<file path="src/rtl/cpu_pkg.sv">
// Shared CPU definitions: datapath widths, PC stepping and the fetch packet
// handed from fetch to decode.
package cpu_pkg;

    localparam int XLEN   = 32;
    localparam int INST_W = 32;

    localparam logic [XLEN-1:0] PC_STEP  = 32'd4;
    localparam logic [XLEN-1:0] RESET_PC = 32'h0000_0000;

    // One fetched instruction together with the address it came from.
    typedef struct packed {
        logic [XLEN-1:0]   pc;
        logic [INST_W-1:0] inst;
    } fetch_pkt_t;

endpackage : cpu_pkg

</file>
<file path="src/rtl/fetch_fifo.sv">
// Small synchronous FIFO of fetch packets. Flush empties it in one cycle and
// wins over any write or read in that cycle. The head is read straight from
// storage registers, so rd_data has no combinational path from any input.
// Handshake: a write is taken on a rising edge when wr_en is high and there
// is room (or a read frees a slot in the same cycle); a read is taken when
// rd_en is high and the FIFO is not empty.
module fetch_fifo
    import cpu_pkg::*;
#(
    parameter  int DEPTH = 2,
    localparam int PW    = (DEPTH > 1) ? $clog2(DEPTH) : 1,
    localparam int CW    = $clog2(DEPTH + 1)
) (
    input  logic          clk,
    input  logic          rst,
    input  logic          flush,
    input  logic          wr_en,
    input  logic          rd_en,
    input  fetch_pkt_t    wr_data,
    output fetch_pkt_t    rd_data,
    output logic [CW-1:0] count,
    output logic          empty,
    output logic          full
);

    fetch_pkt_t    r_mem [DEPTH];
    logic [PW-1:0] r_wr_ptr;
    logic [PW-1:0] r_rd_ptr;
    logic [CW-1:0] r_count;

    logic w_do_rd;
    logic w_do_wr;

    assign empty   = (r_count == '0);
    assign full    = (r_count == CW'(DEPTH));
    assign w_do_rd = rd_en && !empty && !flush;
    assign w_do_wr = wr_en && (!full || w_do_rd) && !flush;
    assign rd_data = r_mem[r_rd_ptr];
    assign count   = r_count;

    // Storage: cleared on reset, written at the write pointer.
    always_ff @(posedge clk or posedge rst) begin
        if (rst) begin
            for (int i = 0; i < DEPTH; i++) begin
                r_mem[i] <= '0;
            end
        end else if (w_do_wr) begin
            r_mem[r_wr_ptr] <= wr_data;
        end
    end

    // Pointers and occupancy; pointers wrap naturally since DEPTH is a power of two.
    always_ff @(posedge clk or posedge rst) begin
        if (rst) begin
            r_wr_ptr <= '0;
            r_rd_ptr <= '0;
            r_count  <= '0;
        end else if (flush) begin
            r_wr_ptr <= '0;
            r_rd_ptr <= '0;
            r_count  <= '0;
        end else begin
            if (w_do_wr) begin
                r_wr_ptr <= r_wr_ptr + PW'(1);
            end
            if (w_do_rd) begin
                r_rd_ptr <= r_rd_ptr + PW'(1);
            end
            if (w_do_wr && !w_do_rd) begin
                r_count <= r_count + CW'(1);
            end else if (w_do_rd && !w_do_wr) begin
                r_count <= r_count - CW'(1);
            end
        end
    end

endmodule : fetch_fifo

</file>
<file path="src/rtl/ifetch.sv">
// Instruction fetch stage. Owns the PC, reads the combinational ROM at the PC
// and pushes {pc, inst} into a small FIFO feeding decode. A redirect from
// execute flushes the FIFO and reloads the PC, overriding everything else.
// Output handshake: a head is transferred on a rising edge when out_valid and
// out_ready are both high and no redirect is present in that cycle; out_*
// stay stable while out_valid is high and out_ready is low.
// dbg_count exposes the FIFO occupancy for observation.
module ifetch
    import cpu_pkg::*;
#(
    parameter  logic [XLEN-1:0] RESET_PC = cpu_pkg::RESET_PC,
    parameter  int              DEPTH    = 2,
    localparam int              CW       = $clog2(DEPTH + 1)
) (
    input  logic              clk,
    input  logic              rst,
    output logic [XLEN-1:0]   imem_adr,
    input  logic [INST_W-1:0] imem_inst,
    input  logic              redirect_valid,
    input  logic [XLEN-1:0]   redirect_pc,
    output logic              out_valid,
    input  logic              out_ready,
    output logic [XLEN-1:0]   out_pc,
    output logic [INST_W-1:0] out_inst,
    output logic [CW-1:0]     dbg_count
);

    logic [XLEN-1:0] r_pc;

    logic            w_deq;
    logic            w_enq;
    logic            w_full;
    logic            w_empty;
    logic [XLEN-1:0] w_redirect_target;
    fetch_pkt_t      w_wr_pkt;
    fetch_pkt_t      w_head;

    // Redirect targets are forced word-aligned by clearing the low two bits.
    assign w_redirect_target = redirect_pc & 32'hFFFF_FFFC;

    // A redirect cancels both the dequeue and the enqueue of its cycle.
    assign w_deq = !w_empty && out_ready && !redirect_valid;
    assign w_enq = !redirect_valid && (!w_full || w_deq);

    assign w_wr_pkt.pc   = r_pc;
    assign w_wr_pkt.inst = imem_inst;

    assign imem_adr  = r_pc;
    assign out_valid = !w_empty;
    assign out_pc    = w_head.pc;
    assign out_inst  = w_head.inst;

    // PC: reload on redirect, step by one word whenever an instruction is enqueued.
    always_ff @(posedge clk or posedge rst) begin
        if (rst) begin
            r_pc <= RESET_PC;
        end else if (redirect_valid) begin
            r_pc <= w_redirect_target;
        end else if (w_enq) begin
            r_pc <= r_pc + PC_STEP;
        end
    end

    fetch_fifo #(
        .DEPTH (DEPTH)
    ) u_fifo (
        .clk     (clk),
        .rst     (rst),
        .flush   (redirect_valid),
        .wr_en   (w_enq),
        .rd_en   (w_deq),
        .wr_data (w_wr_pkt),
        .rd_data (w_head),
        .count   (dbg_count),
        .empty   (w_empty),
        .full    (w_full)
    );

endmodule : ifetch

</file>
<file path="config.mk">
export PLATFORM = sky130hd
export DESIGN_NAME = ifetch
export DESIGN_NICKNAME = d
export VERILOG_FILES = /design/src/rtl/cpu_pkg.sv /design/src/rtl/fetch_fifo.sv /design/src/rtl/ifetch.sv
export SDC_FILE = /design/constraint.sdc
export NUM_CORES = 1
export LEC_CHECK = 0
export BUFFER_PORTS_ARGS = -buffer_cell sky130_fd_sc_hd__buf_2
export CAP_MARGIN = 15
export CORE_MARGIN = 1
export CORE_UTILIZATION = 35
export CTS_CLUSTER_DIAMETER = 30
export DETAILED_ROUTE_END_ITERATION = 8
export GPL_ROUTABILITY_DRIVEN = 0
export GPL_TIMING_DRIVEN = 0
export RECOVER_POWER = 100
export SYNTH_ARGS = -nofsm -noshare
export SYNTH_HDL_FRONTEND = slang
export SYNTH_HIERARCHICAL = 1
export SYNTH_SLANG_ARGS = --single-unit
</file>
<file path="constraint.sdc">
create_clock -name clk -period 6.6 [get_ports clk]
set_input_delay 0.99 -clock clk [delete_from_list [all_inputs] [get_ports clk]]
set_output_delay 0.99 -clock clk [all_outputs]
set_load 0.01 [all_outputs]
</file>
==> impl_metrics.json <==
{
  "core_um2": 21960,
  "hold_violations": 0,
  "power.leakage_nw": 3.801,
  "post_cts_buffers": 0,
  "worstRegToRegCells": 8,
  "p_per_area_nw_per_um2": 353.2,
  "holdWs_ps": 489.1,
  "grt_pass1_wl_um": 32550,
  "dieArea_um2": 23100,
  "syn_to_final_growth_pct": 19.07,
  "avgSynthCellArea_um2": 13.17,
  "synth_common_cells": "dfrtp_1 (162), mux2_2 (143), mux2_4 (49), nand2_1 (25), nor2_1 (20)",
  "cts_max_level": 4,
  "cp_data_required_time_ps": 6900,
  "yosysSeqAreaShare": 0.5149,
  "holdBufCountCts": 0,
  "period_minus_slack_ps": 4869,
  "ys_warn_count": 6,
  "ys_ff_latch": 162,
  "remaining_drc_errors": 56,
  "layout-drive-gt1-share": 0.3116,
  "track_usage": 0.1796,
  "power_frac_comb": 0.222,
  "clk_latency_ps": 420,
  "synth_flop_cell": "dfrtp_1",
  "cts_tree": "built",
  "grt-ovfl-total": 0,
  "nets": 855,
  "cell_internal_pwr_mw": 2.378,
  "clkPwrFrac": 0.337,
  "netlist_area_um2": 7874,
  "routed_wl_um": 19960,
  "holdPathEnd": "u_fifo/r_mem[89]$_DFFE_PP0P_",
  "ir_drop_mv": 0.1696,
  "arrival_ps": 5170,
  "switching_share": 0.2819,
  "clk_pin_slew_worst_paths_ps": 60,
  "dieWidth_um": 152.0,
  "violations": "design-rule violations, max-capacitance violations, max-slew violations",
  "ctsResizeCount": 0,
  "min_from": "u_fifo/r_mem[89]$_DFFE_PP0P_",
  "synth_cells": 598,
  "yosys.cell_types.count": 50,
  "cts.sinks": 162,
  "synth_top_area_frac": 0.5149,
  "num_rows": 54,
  "rsz0062_at_grt": "no",
  "fin_util": 0.4270,
  "min_path_type": "reg2reg",
  "routed_via_density": 5.133,
  "max_freq_ghz": 0.2054,
  "crit_type": "in2reg",
  "worstMarginPinSlew_ps": 3065,
  "synth_area_leaders": "dfrtp_1 (51%), mux2_2 (20%), mux2_4 (9.3%), or4_1 (1.7%), nand2_1 (1.2%)",
  "finalSetupViolCount": 0,
  "vias": 5549,
  "synth-edff-count": 0,
  "finalCritPeriodShare": 0.7378,
  "slew_violations": 77,
  "power_frac_seq": 0.441,
  "status": "complete, but fails checks",
  "cts_root_buffer": "clkbuf_16",
  "async_reset_ff_frac": 1.000,
  "io_pins": 167,
  "final.setup.tns_ps": 0,
  "routedWlPerCell_um": 18.47,
  "skew_ps": 8.551,
  "end_kind": "flip-flop",
  "power_switching_mw": 0.9334,
  "yosysMostFrequentCell": "dfrtp_1",
  "die_y_um": 152.0,
  "grt_pass1_vias": 5819,
  "start_kind": "input port",
  "initial_core_util": 0.3586,
  "maxCapViolations": 2,
  "relSlewSlack": -1.055,
  "hpwl_um": 13880,
  "yosysTopAreaCell": "dfrtp_1",
  "reg2reg_to": "u_fifo/r_mem[31]$_DFFE_PP0P_",
  "portBuffers": 162,
  "clockBufferDepth": 2,
  "grt_max_degree": 68,
  "dr.pass1.iters": 7,
  "cts_inserted_buffers": 17,
  "drtIter0Drc": 347,
  "path_max_fanout": 10,
  "ant_nets": 0,
  "antenna_found_initial": 2,
  "rrSetupSlack_ps": 2250,
  "rr_startpoint": "u_fifo/count[0]$_DFFE_PP0P_",
  "min_delay_path_depth": 1
}
-- power groups by stage --
stage | Sequential, mW | Clock [mW] | Combinational (mW)
floorplan | 1.43 | 0 | 0.605
global placement | 1.47 | 0 | 0.833
CTS | 1.46 | 1.14 | 0.857
detailed placement | 1.48 | 0 | 0.853
finish | 1.46 | 1.12 | 0.735
global route | 1.50 | 1.19 | 0.807
-- stage by stage --
stage                     worst slack (ps)  power, mW  cells  cell area (µm²)
after detailed placement              2283      2.330   1047             9114
after floorplan                       2084      2.035    603             7893
after global placement               226.2      2.303   1045             9054
after global routing                  1539      3.493   1079             9370
final                                 1731      3.311   1081             9375
after CTS                             2728      3.463   1079             9776
-- cells in the final DEF (no fill, tap or decap), drive strengths merged, types with 3 or more instances in the layout --
cell | netlist | routed
mux2 | 192 | 192
dfrtp | 162 | 162
clkbuf | 19 | 155
buf | 21 | 69
nand2 | 25 | 25
nor2 | 20 | 20
or4 | 18 | 18
o21ai | 17 | 17
nand3 | 14 | 14
a31oi | 14 | 14
o31ai | 11 | 11
nand4 | 10 | 10
inv | 9 | 8
a21oi | 7 | 7
xnor2 | 6 | 6
conb | 1 | 6
xor2 | 5 | 5
nor2b | 5 | 5
bufinv | 0 | 5
clkinv | 1 | 5
o211ai | 4 | 4
or3 | 4 | 4
clkinvlp | 0 | 4
and4 | 3 | 3
-- layout make-up --
type                            instances  area [µm²]
Antenna cell                            2       5.005
Buffer                                 40       166.4
Clock buffer                           20       456.7
Clock inverter                         12       205.2
Fill cell                            2177       12580
Inverter                               10       40.04
Multi-Input combinational cell        391        3378
Sequential cell                       162        4054
Tap cell                              280       350.3
Timing Repair Buffer                  164       719.4
-- state kept, by name (all words and copies together), names as in the netlist --
| signal | flops |
|---|---|
| u_fifo/r_rd_ptr | 1 |
| u_fifo/r_wr_ptr | 1 |
| imem_adr | 30 |
| u_fifo/r_mem | 128 |
| u_fifo/count | 2 |
-- worst max-delay path: stages --
cell and delay (ps):
clkbuf_1 160, clkbuf_1 270, clkbuf_1 330, clkbuf_1 360, a21oi_1 460, nand2_1 100, nor3_1 1490, clkbuf_1 590
mux2_2 410
-- metal layers --
metal  track usage  part of all wire
met3       0.05705             0.069
met5             0                 0
met4       0.04033            0.0065
met2        0.2906              0.47
met1        0.2346              0.46
-- worst max path at each step --
stage / startpoint / endpoint / depth (start not counted)
2_1_floorplan: rst / u_fifo/count[0]$_DFFE_PP0P_ / 1
3_3_place_gp: rst / u_fifo/r_mem[88]$_DFFE_PP0P_ / 2
3_5_place_dp: redirect_valid / u_fifo/r_mem[31]$_DFFE_PP0P_ / 9
4_1_cts: redirect_valid / u_fifo/r_mem[31]$_DFFE_PP0P_ / 9
5_1_grt: redirect_valid / u_fifo/r_mem[57]$_DFFE_PP0P_ / 9
6_report: redirect_valid / u_fifo/r_mem[31]$_DFFE_PP0P_ / 9
-- kinds of logic after synthesis --
logic type,synth area share
adders and majority gates,0.001589
DFF,0.5149
other,0.0004763
and+or+nand+nor,0.07866
buffers and inverters,0.03464
muxes,0.3005
AOI/OAI and AO/OA,0.05705
xor gates and xnor gates,0.01224
No activity file was read; power rests on OpenSTA's default activity.
